`src/rtl/fp_mul_issue_arbiter_pkg.sv`:
```
// Shared definitions for the FP multiplier issue arbiter: opcode encoding and defaults.
package fp_mul_issue_arbiter_pkg;

  typedef enum logic [1:0] {
    OP_FMUL = 2'd0,
    OP_ITOF = 2'd1
  } arith_opcode_t;

  localparam int DEFAULT_NUM_STRANDS = 4;
  localparam int DEFAULT_LATENCY     = 4;

endpackage

```
`src/rtl/fp_mul_issue_arbiter_if.sv`:
```
// Strand request, multiplier issue, rollback and result signals of the issue arbiter.
interface fp_mul_issue_arbiter_if #(
  parameter int NUM_STRANDS     = 4,
  parameter int STRAND_ID_WIDTH = $clog2(NUM_STRANDS)
);
  import fp_mul_issue_arbiter_pkg::*;

  logic [NUM_STRANDS-1:0]           strand_req;
  arith_opcode_t [NUM_STRANDS-1:0]  strand_op;
  logic [NUM_STRANDS-1:0][31:0]     strand_operand1;
  logic [NUM_STRANDS-1:0][31:0]     strand_operand2;
  logic [NUM_STRANDS-1:0]           strand_grant;
  logic                             mul_issue_valid;
  arith_opcode_t                    mul_issue_op;
  logic [31:0]                      mul_issue_operand1;
  logic [31:0]                      mul_issue_operand2;
  logic [31:0]                      mul_result;
  logic                             rollback_en;
  logic [STRAND_ID_WIDTH-1:0]       rollback_strand;
  logic                             result_valid;
  logic [STRAND_ID_WIDTH-1:0]       result_strand;
  logic [31:0]                      result_value;
  logic [NUM_STRANDS-1:0]           strand_pending;

  modport master (
    output strand_req, strand_op, strand_operand1, strand_operand2,
           mul_result, rollback_en, rollback_strand,
    input  strand_grant, mul_issue_valid, mul_issue_op, mul_issue_operand1,
           mul_issue_operand2, result_valid, result_strand, result_value, strand_pending
  );

  modport slave (
    input  strand_req, strand_op, strand_operand1, strand_operand2,
           mul_result, rollback_en, rollback_strand,
    output strand_grant, mul_issue_valid, mul_issue_op, mul_issue_operand1,
           mul_issue_operand2, result_valid, result_strand, result_value, strand_pending
  );
endinterface

```
`src/rtl/fp_mul_issue_arbiter_rr_arbiter.sv`:
```
// Round-robin one-hot arbiter; the pointer moves past the winner when the grant is accepted.
module fp_mul_issue_arbiter_rr_arbiter #(
  parameter int NUM_STRANDS     = 4,
  parameter int STRAND_ID_WIDTH = $clog2(NUM_STRANDS)
) (
  input  logic                       clk,
  input  logic                       reset,
  input  logic [NUM_STRANDS-1:0]     req,
  input  logic                       accept,
  output logic [NUM_STRANDS-1:0]     grant,
  output logic [STRAND_ID_WIDTH-1:0] grant_idx
);
  logic [STRAND_ID_WIDTH-1:0] ptr_reg;
  logic [STRAND_ID_WIDTH-1:0] ptr_next;
  logic [STRAND_ID_WIDTH-1:0] cand_idx;
  logic                       found;
  int                         cand;

  // Scan from the pointer upward, wrapping, and take the first requester.
  always_comb begin
    grant     = '0;
    grant_idx = '0;
    found     = 1'b0;
    cand      = 0;
    cand_idx  = '0;
    for (int off = 0; off < NUM_STRANDS; off++) begin
      cand = int'(ptr_reg) + off;
      if (cand >= NUM_STRANDS) cand = cand - NUM_STRANDS;
      cand_idx = STRAND_ID_WIDTH'(cand);
      if (!found && req[cand_idx]) begin
        found           = 1'b1;
        grant[cand_idx] = 1'b1;
        grant_idx       = cand_idx;
      end
    end
  end

  always_comb begin
    ptr_next = ptr_reg;
    if (accept && found) begin
      if (grant_idx == STRAND_ID_WIDTH'(NUM_STRANDS - 1)) ptr_next = '0;
      else                                                 ptr_next = grant_idx + 1'b1;
    end
  end

  always_ff @(posedge clk or posedge reset) begin
    if (reset) ptr_reg <= '0;
    else       ptr_reg <= ptr_next;
  end
endmodule

```
`src/rtl/fp_mul_issue_arbiter.sv`:
```
// Shares one fixed-latency pipelined FP multiplier among several strands, tags each op with
// its owner so results can be routed back, and drops ops belonging to rolled-back strands.
module fp_mul_issue_arbiter
  import fp_mul_issue_arbiter_pkg::*;
#(
  parameter int NUM_STRANDS     = DEFAULT_NUM_STRANDS,
  parameter int LATENCY         = DEFAULT_LATENCY,
  parameter int STRAND_ID_WIDTH = $clog2(NUM_STRANDS)
) (
  input  logic                  clk,
  input  logic                  reset,
  fp_mul_issue_arbiter_if.slave bus
);
  typedef struct packed {
    logic                       valid;
    logic [STRAND_ID_WIDTH-1:0] strand;
  } tag_t;

  logic [NUM_STRANDS-1:0]     eligible;
  logic [NUM_STRANDS-1:0]     grant;
  logic [NUM_STRANDS-1:0]     kill_mask;
  logic [NUM_STRANDS-1:0]     retire_mask;
  logic [NUM_STRANDS-1:0]     pending_reg;
  logic [NUM_STRANDS-1:0]     pending_next;
  logic [STRAND_ID_WIDTH-1:0] grant_idx;
  logic                       grant_any;
  logic                       result_valid;
  tag_t                       issue_tag_reg;
  tag_t                       tag_reg [LATENCY];
  arith_opcode_t              issue_op_reg;
  logic [31:0]                issue_operand1_reg;
  logic [31:0]                issue_operand2_reg;

  function automatic tag_t apply_kill(input tag_t t, input logic en,
                                      input logic [STRAND_ID_WIDTH-1:0] strand);
    tag_t r;
    r = t;
    if (en && (t.strand == strand)) r.valid = 1'b0;
    return r;
  endfunction

  // A strand being rolled back this cycle must not be granted in the same cycle.
  for (genvar gi = 0; gi < NUM_STRANDS; gi++) begin : g_strand
    assign kill_mask[gi]   = bus.rollback_en && (bus.rollback_strand == STRAND_ID_WIDTH'(gi));
    assign retire_mask[gi] = result_valid && (tag_reg[LATENCY-1].strand == STRAND_ID_WIDTH'(gi));
    assign eligible[gi]    = bus.strand_req[gi] && !pending_reg[gi] && !kill_mask[gi];
  end

  fp_mul_issue_arbiter_rr_arbiter #(
    .NUM_STRANDS     (NUM_STRANDS),
    .STRAND_ID_WIDTH (STRAND_ID_WIDTH)
  ) u_rr_arbiter (
    .clk       (clk),
    .reset     (reset),
    .req       (eligible),
    .accept    (1'b1),
    .grant     (grant),
    .grant_idx (grant_idx)
  );

  assign grant_any = |grant;

  always_ff @(posedge clk or posedge reset) begin
    if (reset) begin
      issue_tag_reg      <= '0;
      issue_op_reg       <= OP_FMUL;
      issue_operand1_reg <= '0;
      issue_operand2_reg <= '0;
    end else begin
      issue_tag_reg.valid  <= grant_any;
      issue_tag_reg.strand <= grant_idx;
      if (grant_any) begin
        issue_op_reg       <= bus.strand_op[grant_idx];
        issue_operand1_reg <= bus.strand_operand1[grant_idx];
        issue_operand2_reg <= bus.strand_operand2[grant_idx];
      end
    end
  end

  // Clearing has priority, so a retiring or rolled-back strand waits one cycle before re-issue.
  assign pending_next = (pending_reg | grant) & ~(kill_mask | retire_mask);

  always_ff @(posedge clk or posedge reset) begin
    if (reset) pending_reg <= '0;
    else       pending_reg <= pending_next;
  end

  always_ff @(posedge clk or posedge reset) begin
    if (reset) begin
      for (int i = 0; i < LATENCY; i++) tag_reg[i] <= '0;
    end else begin
      tag_reg[0] <= apply_kill(issue_tag_reg, bus.rollback_en, bus.rollback_strand);
      for (int i = 1; i < LATENCY; i++)
        tag_reg[i] <= apply_kill(tag_reg[i-1], bus.rollback_en, bus.rollback_strand);
    end
  end

  assign result_valid = tag_reg[LATENCY-1].valid &&
                        !(bus.rollback_en && (bus.rollback_strand == tag_reg[LATENCY-1].strand));

  assign bus.strand_grant       = grant;
  assign bus.mul_issue_valid    = issue_tag_reg.valid;
  assign bus.mul_issue_op       = issue_op_reg;
  assign bus.mul_issue_operand1 = issue_operand1_reg;
  assign bus.mul_issue_operand2 = issue_operand2_reg;
  assign bus.result_valid       = result_valid;
  assign bus.result_strand      = tag_reg[LATENCY-1].strand;
  assign bus.result_value       = result_valid ? bus.mul_result : 32'd0;
  assign bus.strand_pending     = pending_reg;
endmodule

```
`src/flat_wrapper.sv`:
```
// flat-port wrapper written by rule: the top's interface ports become plain ports
module fp_mul_issue_arbiter_flat import fp_mul_issue_arbiter_pkg::*;
#(
  parameter int NUM_STRANDS     = DEFAULT_NUM_STRANDS,
  parameter int LATENCY         = DEFAULT_LATENCY,
  parameter int STRAND_ID_WIDTH = $clog2(NUM_STRANDS)
)
  (clk, reset, bus_strand_req, bus_strand_op, bus_strand_operand1, bus_strand_operand2, bus_mul_result, bus_rollback_en, bus_rollback_strand, bus_strand_grant, bus_mul_issue_valid, bus_mul_issue_op, bus_mul_issue_operand1, bus_mul_issue_operand2, bus_result_valid, bus_result_strand, bus_result_value, bus_strand_pending);
  fp_mul_issue_arbiter_if #(.NUM_STRANDS(NUM_STRANDS), .STRAND_ID_WIDTH(STRAND_ID_WIDTH)) bus_i ();
  input  logic clk;
  input  logic reset;
  input wire logic [$bits(bus_i.strand_req)-1:0] bus_strand_req;
  input wire logic [$bits(bus_i.strand_op)-1:0] bus_strand_op;
  input wire logic [$bits(bus_i.strand_operand1)-1:0] bus_strand_operand1;
  input wire logic [$bits(bus_i.strand_operand2)-1:0] bus_strand_operand2;
  input wire logic [$bits(bus_i.mul_result)-1:0] bus_mul_result;
  input wire logic [$bits(bus_i.rollback_en)-1:0] bus_rollback_en;
  input wire logic [$bits(bus_i.rollback_strand)-1:0] bus_rollback_strand;
  output wire logic [$bits(bus_i.strand_grant)-1:0] bus_strand_grant;
  output wire logic [$bits(bus_i.mul_issue_valid)-1:0] bus_mul_issue_valid;
  output wire logic [$bits(bus_i.mul_issue_op)-1:0] bus_mul_issue_op;
  output wire logic [$bits(bus_i.mul_issue_operand1)-1:0] bus_mul_issue_operand1;
  output wire logic [$bits(bus_i.mul_issue_operand2)-1:0] bus_mul_issue_operand2;
  output wire logic [$bits(bus_i.result_valid)-1:0] bus_result_valid;
  output wire logic [$bits(bus_i.result_strand)-1:0] bus_result_strand;
  output wire logic [$bits(bus_i.result_value)-1:0] bus_result_value;
  output wire logic [$bits(bus_i.strand_pending)-1:0] bus_strand_pending;
  assign bus_i.strand_req = bus_strand_req;
  assign bus_i.strand_op = bus_strand_op;
  assign bus_i.strand_operand1 = bus_strand_operand1;
  assign bus_i.strand_operand2 = bus_strand_operand2;
  assign bus_i.mul_result = bus_mul_result;
  assign bus_i.rollback_en = bus_rollback_en;
  assign bus_i.rollback_strand = bus_rollback_strand;
  assign bus_strand_grant = bus_i.strand_grant;
  assign bus_mul_issue_valid = bus_i.mul_issue_valid;
  assign bus_mul_issue_op = bus_i.mul_issue_op;
  assign bus_mul_issue_operand1 = bus_i.mul_issue_operand1;
  assign bus_mul_issue_operand2 = bus_i.mul_issue_operand2;
  assign bus_result_valid = bus_i.result_valid;
  assign bus_result_strand = bus_i.result_strand;
  assign bus_result_value = bus_i.result_value;
  assign bus_strand_pending = bus_i.strand_pending;
  fp_mul_issue_arbiter #(.NUM_STRANDS(NUM_STRANDS), .LATENCY(LATENCY), .STRAND_ID_WIDTH(STRAND_ID_WIDTH)) u_core (.clk(clk), .reset(reset), .bus(bus_i));
endmodule
```
`config.mk`:
```
export PLATFORM = sky130hd
export DESIGN_NAME = fp_mul_issue_arbiter_flat
export DESIGN_NICKNAME = d
export VERILOG_FILES = /design/src/rtl/fp_mul_issue_arbiter_pkg.sv /design/src/rtl/fp_mul_issue_arbiter_if.sv /design/src/rtl/fp_mul_issue_arbiter_rr_arbiter.sv /design/src/rtl/fp_mul_issue_arbiter.sv /design/src/flat_wrapper.sv
export SDC_FILE = /design/constraint.sdc
export NUM_CORES = 1
export LEC_CHECK = 0
export CAP_MARGIN = 20
export CORE_AREA = 3 3 160 162
export CTS_BUF_LIST = sky130_fd_sc_hd__clkbuf_8 sky130_fd_sc_hd__clkbuf_16
export DETAILED_ROUTE_END_ITERATION = 16
export DIE_AREA = 0 0 163 165
export GPL_ROUTABILITY_DRIVEN = 1
export GPL_TIMING_DRIVEN = 1
export HOLD_SLACK_MARGIN = 0.05
export PLACE_DENSITY = 0.66
export SYNTH_ARGS = -nofsm -noshare
export SYNTH_HDL_FRONTEND = slang
export SYNTH_SLANG_ARGS = --single-unit
```
`constraint.sdc`:
```
create_clock -name clk -period 4.2 [get_ports clk]
set_input_delay 0.63 -clock clk [delete_from_list [all_inputs] [get_ports clk]]
set_output_delay 0.63 -clock clk [all_outputs]
set_load 0.01 [all_outputs]
```
==> results_dict.tcl <==
set metrics [dict create \
    cp_slowest_stage_delay_ns 0.57 \
    layout_common_cells "clkdlybuf4s50_1 (411), dfrtp_1 (87), mux4_2 (70), buf_4 (39), mux2_2 (37)" \
    finalHoldViolCount 0 \
    htree_levels 3 \
    period_share_pct 95.98 \
    synthesis.area_um2 5783 \
    cts_tree "yes" \
    grt_max_degree 73 \
    drtIter0Drc 182 \
    cts_buffer_depth 2 \
    multi_input_area_um2 3344 \
    path_cells "clkdlybuf4s50_1, or3b_4, and2_4, mux4_2, nor2_2, buf_4, a22oi_1, o211ai_2, clkdlybuf4s50_1" \
    synth.largest_area_cell "dfrtp_1" \
    synthAdderAreaFrac_pct 1.731 \
    wl_mm 23.10 \
    async_flop_share_pct 100.0 \
    vdd.ir_drop.worst_v 0.0006898 \
    antenna_found_initial 1 \
    synth_mux_area_share_pct 41.99 \
    grt_use_total_pct 16.42 \
    ys_warn_count 0 \
    layout_min_cycle_time_ns 4.031 \
    grt_pass1_wl_mm 33.47 \
    clk_pin_slew_ns 0.06 \
    clkSinkCount 87 \
    wl_per_cell_um 19.83 \
    max_freq_mhz 248.1 \
    ys_seq_area_share_pct 37.65 \
    drv_slew 0 \
    slowest_stage "clkdlybuf4s50_1" \
    setup-tns-final_ns 0 \
    pwr_density_cell_nw_per_um2 1041 \
    grt_pass1_vias 5683 \
    place_congestion 0.8180 \
    path_class "primary input to output pin" \
    ios 415 \
    cts_root_buf "clkbuf_16" \
    skew_ns 0.01329 \
    core_um2 24250 \
    hold_class "flop to flop" \
    die_area_um2 26900 \
    grt_overflow 0 \
    antenna_left 0 \
    synth_area_leaders "dfrtp_1 (38%), mux4_2 (27%), mux2_4 (7.5%)" \
    nFillCells 2260 \
    synth_area_per_cell_um2 14.75 \
    antennaDiodeCount 0 \
    clk_latency_ns 0.35 \
    drcViolationCount 0 \
    maxCapViolations 0 \
    synth_compound_area_share_pct 4.738 \
    critPathCaptureType "output pin" \
    vias 5235 \
    chipHeight_um 165 \
    viasPerCell 4.494 \
    critPathTopFamily "buffers and inverters" \
    worst_slew_margin_rel_pct 36.11 \
    rsz0062_at_grt "false" \
    fin_area_um2 11020 \
    synth_edf_count 0 \
    synthFlopType "dfrtp_1" \
    tightest_slew_ns 0.9583 \
    p_leak_nw 4.419 \
    synth_top_family_by_area "multiplexers" \
    seqCellArea_um2 2177 \
    synthXorXnorAreaFrac_pct 1.666 \
    dpl_cell_area_um2 10660 \
    fin_cells 1165 \
    numPortBuffers 414 \
    cts_buffers 9 \
    status "finished clean" \
    dp_hpwl_mm 19.04 \
    hold_buffers 0 \
    first_pass_iters 4 \
    cp-start-kind "primary input" \
    setup_violations 0 \
    cp.required_ns 3.57 \
    cp_common_cell "clkdlybuf4s50_1" \
    num_rows 57 \
    layout.nets 1150 \
    final_common_cell "clkdlybuf4s50_1" \
    path_buf_inv 3 \
    area_growth_pct 90.59 \
    drive_above_1_share_pct 25.92 \
    syn_inst 392 \
    initial_core_util_pct 23.85 \
    synth_top_cell_area_share_pct 37.65 \
    synth_cell_types 43 \
    placed_cells 1149 \
    synthSimpleGateAreaFrac_pct 7.421 \
    cp.arrival_ns 3.40 \
    die_x_um 163 \
    worstPathMaxFanout 4 \
    synth_nets 705 \
    synth_seq_cells 87 \
]
cells by family (layout without fill, tap and decap cells):
group,Yosys count,after routing
buffers and inverters,46,495
XOR/XNOR,11,11
flip-flops,87,87
multiplexers,136,136
AO/OA/AOI/OAI,34,34
adder cells (fa/ha/maj),8,8
AND/OR/NAND/NOR,70,70
worst register-to-register path: cells and delay by family, from the launching register on:
family | cells | cell delay [ns]
and+or+nand+nor | 1 | 0.19
adders and majority gates | 1 | 0.38
muxes | 3 | 1.38
DFF | 1 | 0.34
AOI/OAI and AO/OA | 2 | 0.33
buffers and inverters | 4 | 0.62
where the power goes:
group / switching [mW] / internal (mW) / leakage, nW
clock network: 0.358 / 0.579 / 0.163
logic: 3.34 / 5.54 / 3.23
registers: 0.268 / 1.38 / 1.03
cells in the mapped netlist, types with 2 or more instances:
cell type and instances:
a21oi_1 2, a22oi_1 4, a31oi_1 6, and2_1 33, and3b_1 2, buf_2 6, buf_4 7, buf_6 9
clkbuf_1 8, dfrtp_1 87, ha_1 8, inv_1 14, mux2_2 37, mux2_4 29, mux4_2 70, nand2_1 18
nand3b_1 4, nor2_1 2, nor2b_1 3, o211ai_1 2, o211ai_2 2, o21ai_0 5, o221a_2 4, xnor2_1 11
repair_timing:
action / in CTS / in global routing
endpoints found under the hold margin: 0 / 0
setup buffers: 0 / 1
setup endpoints to repair: 0 / 4
resized for setup: 0 / 4
metrics by stage:
| stage | utilization (%) | hold slack (ns) | power, mW | setup slack, ns |
|---|---|---|---|---|
| after floorplan | - | 0.3727 | 7.498 | 0.6264 |
| after global placement | 43.97 | 0.3846 | 10.59 | 0.07151 |
| after detailed placement | 43.97 | 0.3819 | 10.70 | 0.03496 |
| after CTS | 45.36 | 0.3982 | 11.67 | 0.04287 |
| after global routing | 45.45 | 0.4059 | 12.26 | 0.007357 |
| final | 45.45 | 0.3963 | 11.47 | 0.1687 |
layer usage:
layer / wire (um) / share of wire (%) / GRT usage, %
met1: 8495 / 37 / 18.63
met2: 12150 / 53 / 29.88
met3: 2133 / 9.2 / 5.217
met4: 312 / 1.4 / 4.229
met5: 13 / 0.056 / 0
worst paths after layout:
| kind | from | to | slack [ns] | cells past startpoint |
|---|---|---|---|---|
| max | bus_rollback_strand[0] | bus_strand_grant[1] | 0.17 | 9 |
| min | u_core.tag_reg[9]$_DFF_PP0_ | u_core.tag_reg[6]$_DFF_PP0_ | 0.40 | 0 |
| max reg2reg | u_core.u_rr_arbiter.ptr_reg[0]$_DFFE_PP0P_ | u_core.bus.mul_issue_operand1[18]$_DFFE_PP0P_ | 0.86 | 11 |
| min reg2reg | u_core.tag_reg[9]$_DFF_PP0_ | u_core.tag_reg[6]$_DFF_PP0_ | 0.40 | 0 |
| max in group asynchronous | reset | u_core.bus.mul_issue_operand1[30]$_DFFE_PP0P_ | 2.56 | 3 |
| min in group asynchronous | reset | u_core.bus.mul_issue_operand1[29]$_DFFE_PP0P_ | 0.86 | 2 |
final cells by class:
cell class	count	share of cell area (%)
Multi-Input combinational cell	259	30.34
Clock inverter	6	0.9990
Clock buffer	9	2.043
Timing Repair Buffer	466	42.68
Inverter	14	0.4995
Tap cell	324	3.678
Sequential cell	87	19.75
(Power assumes the default switching activity.)
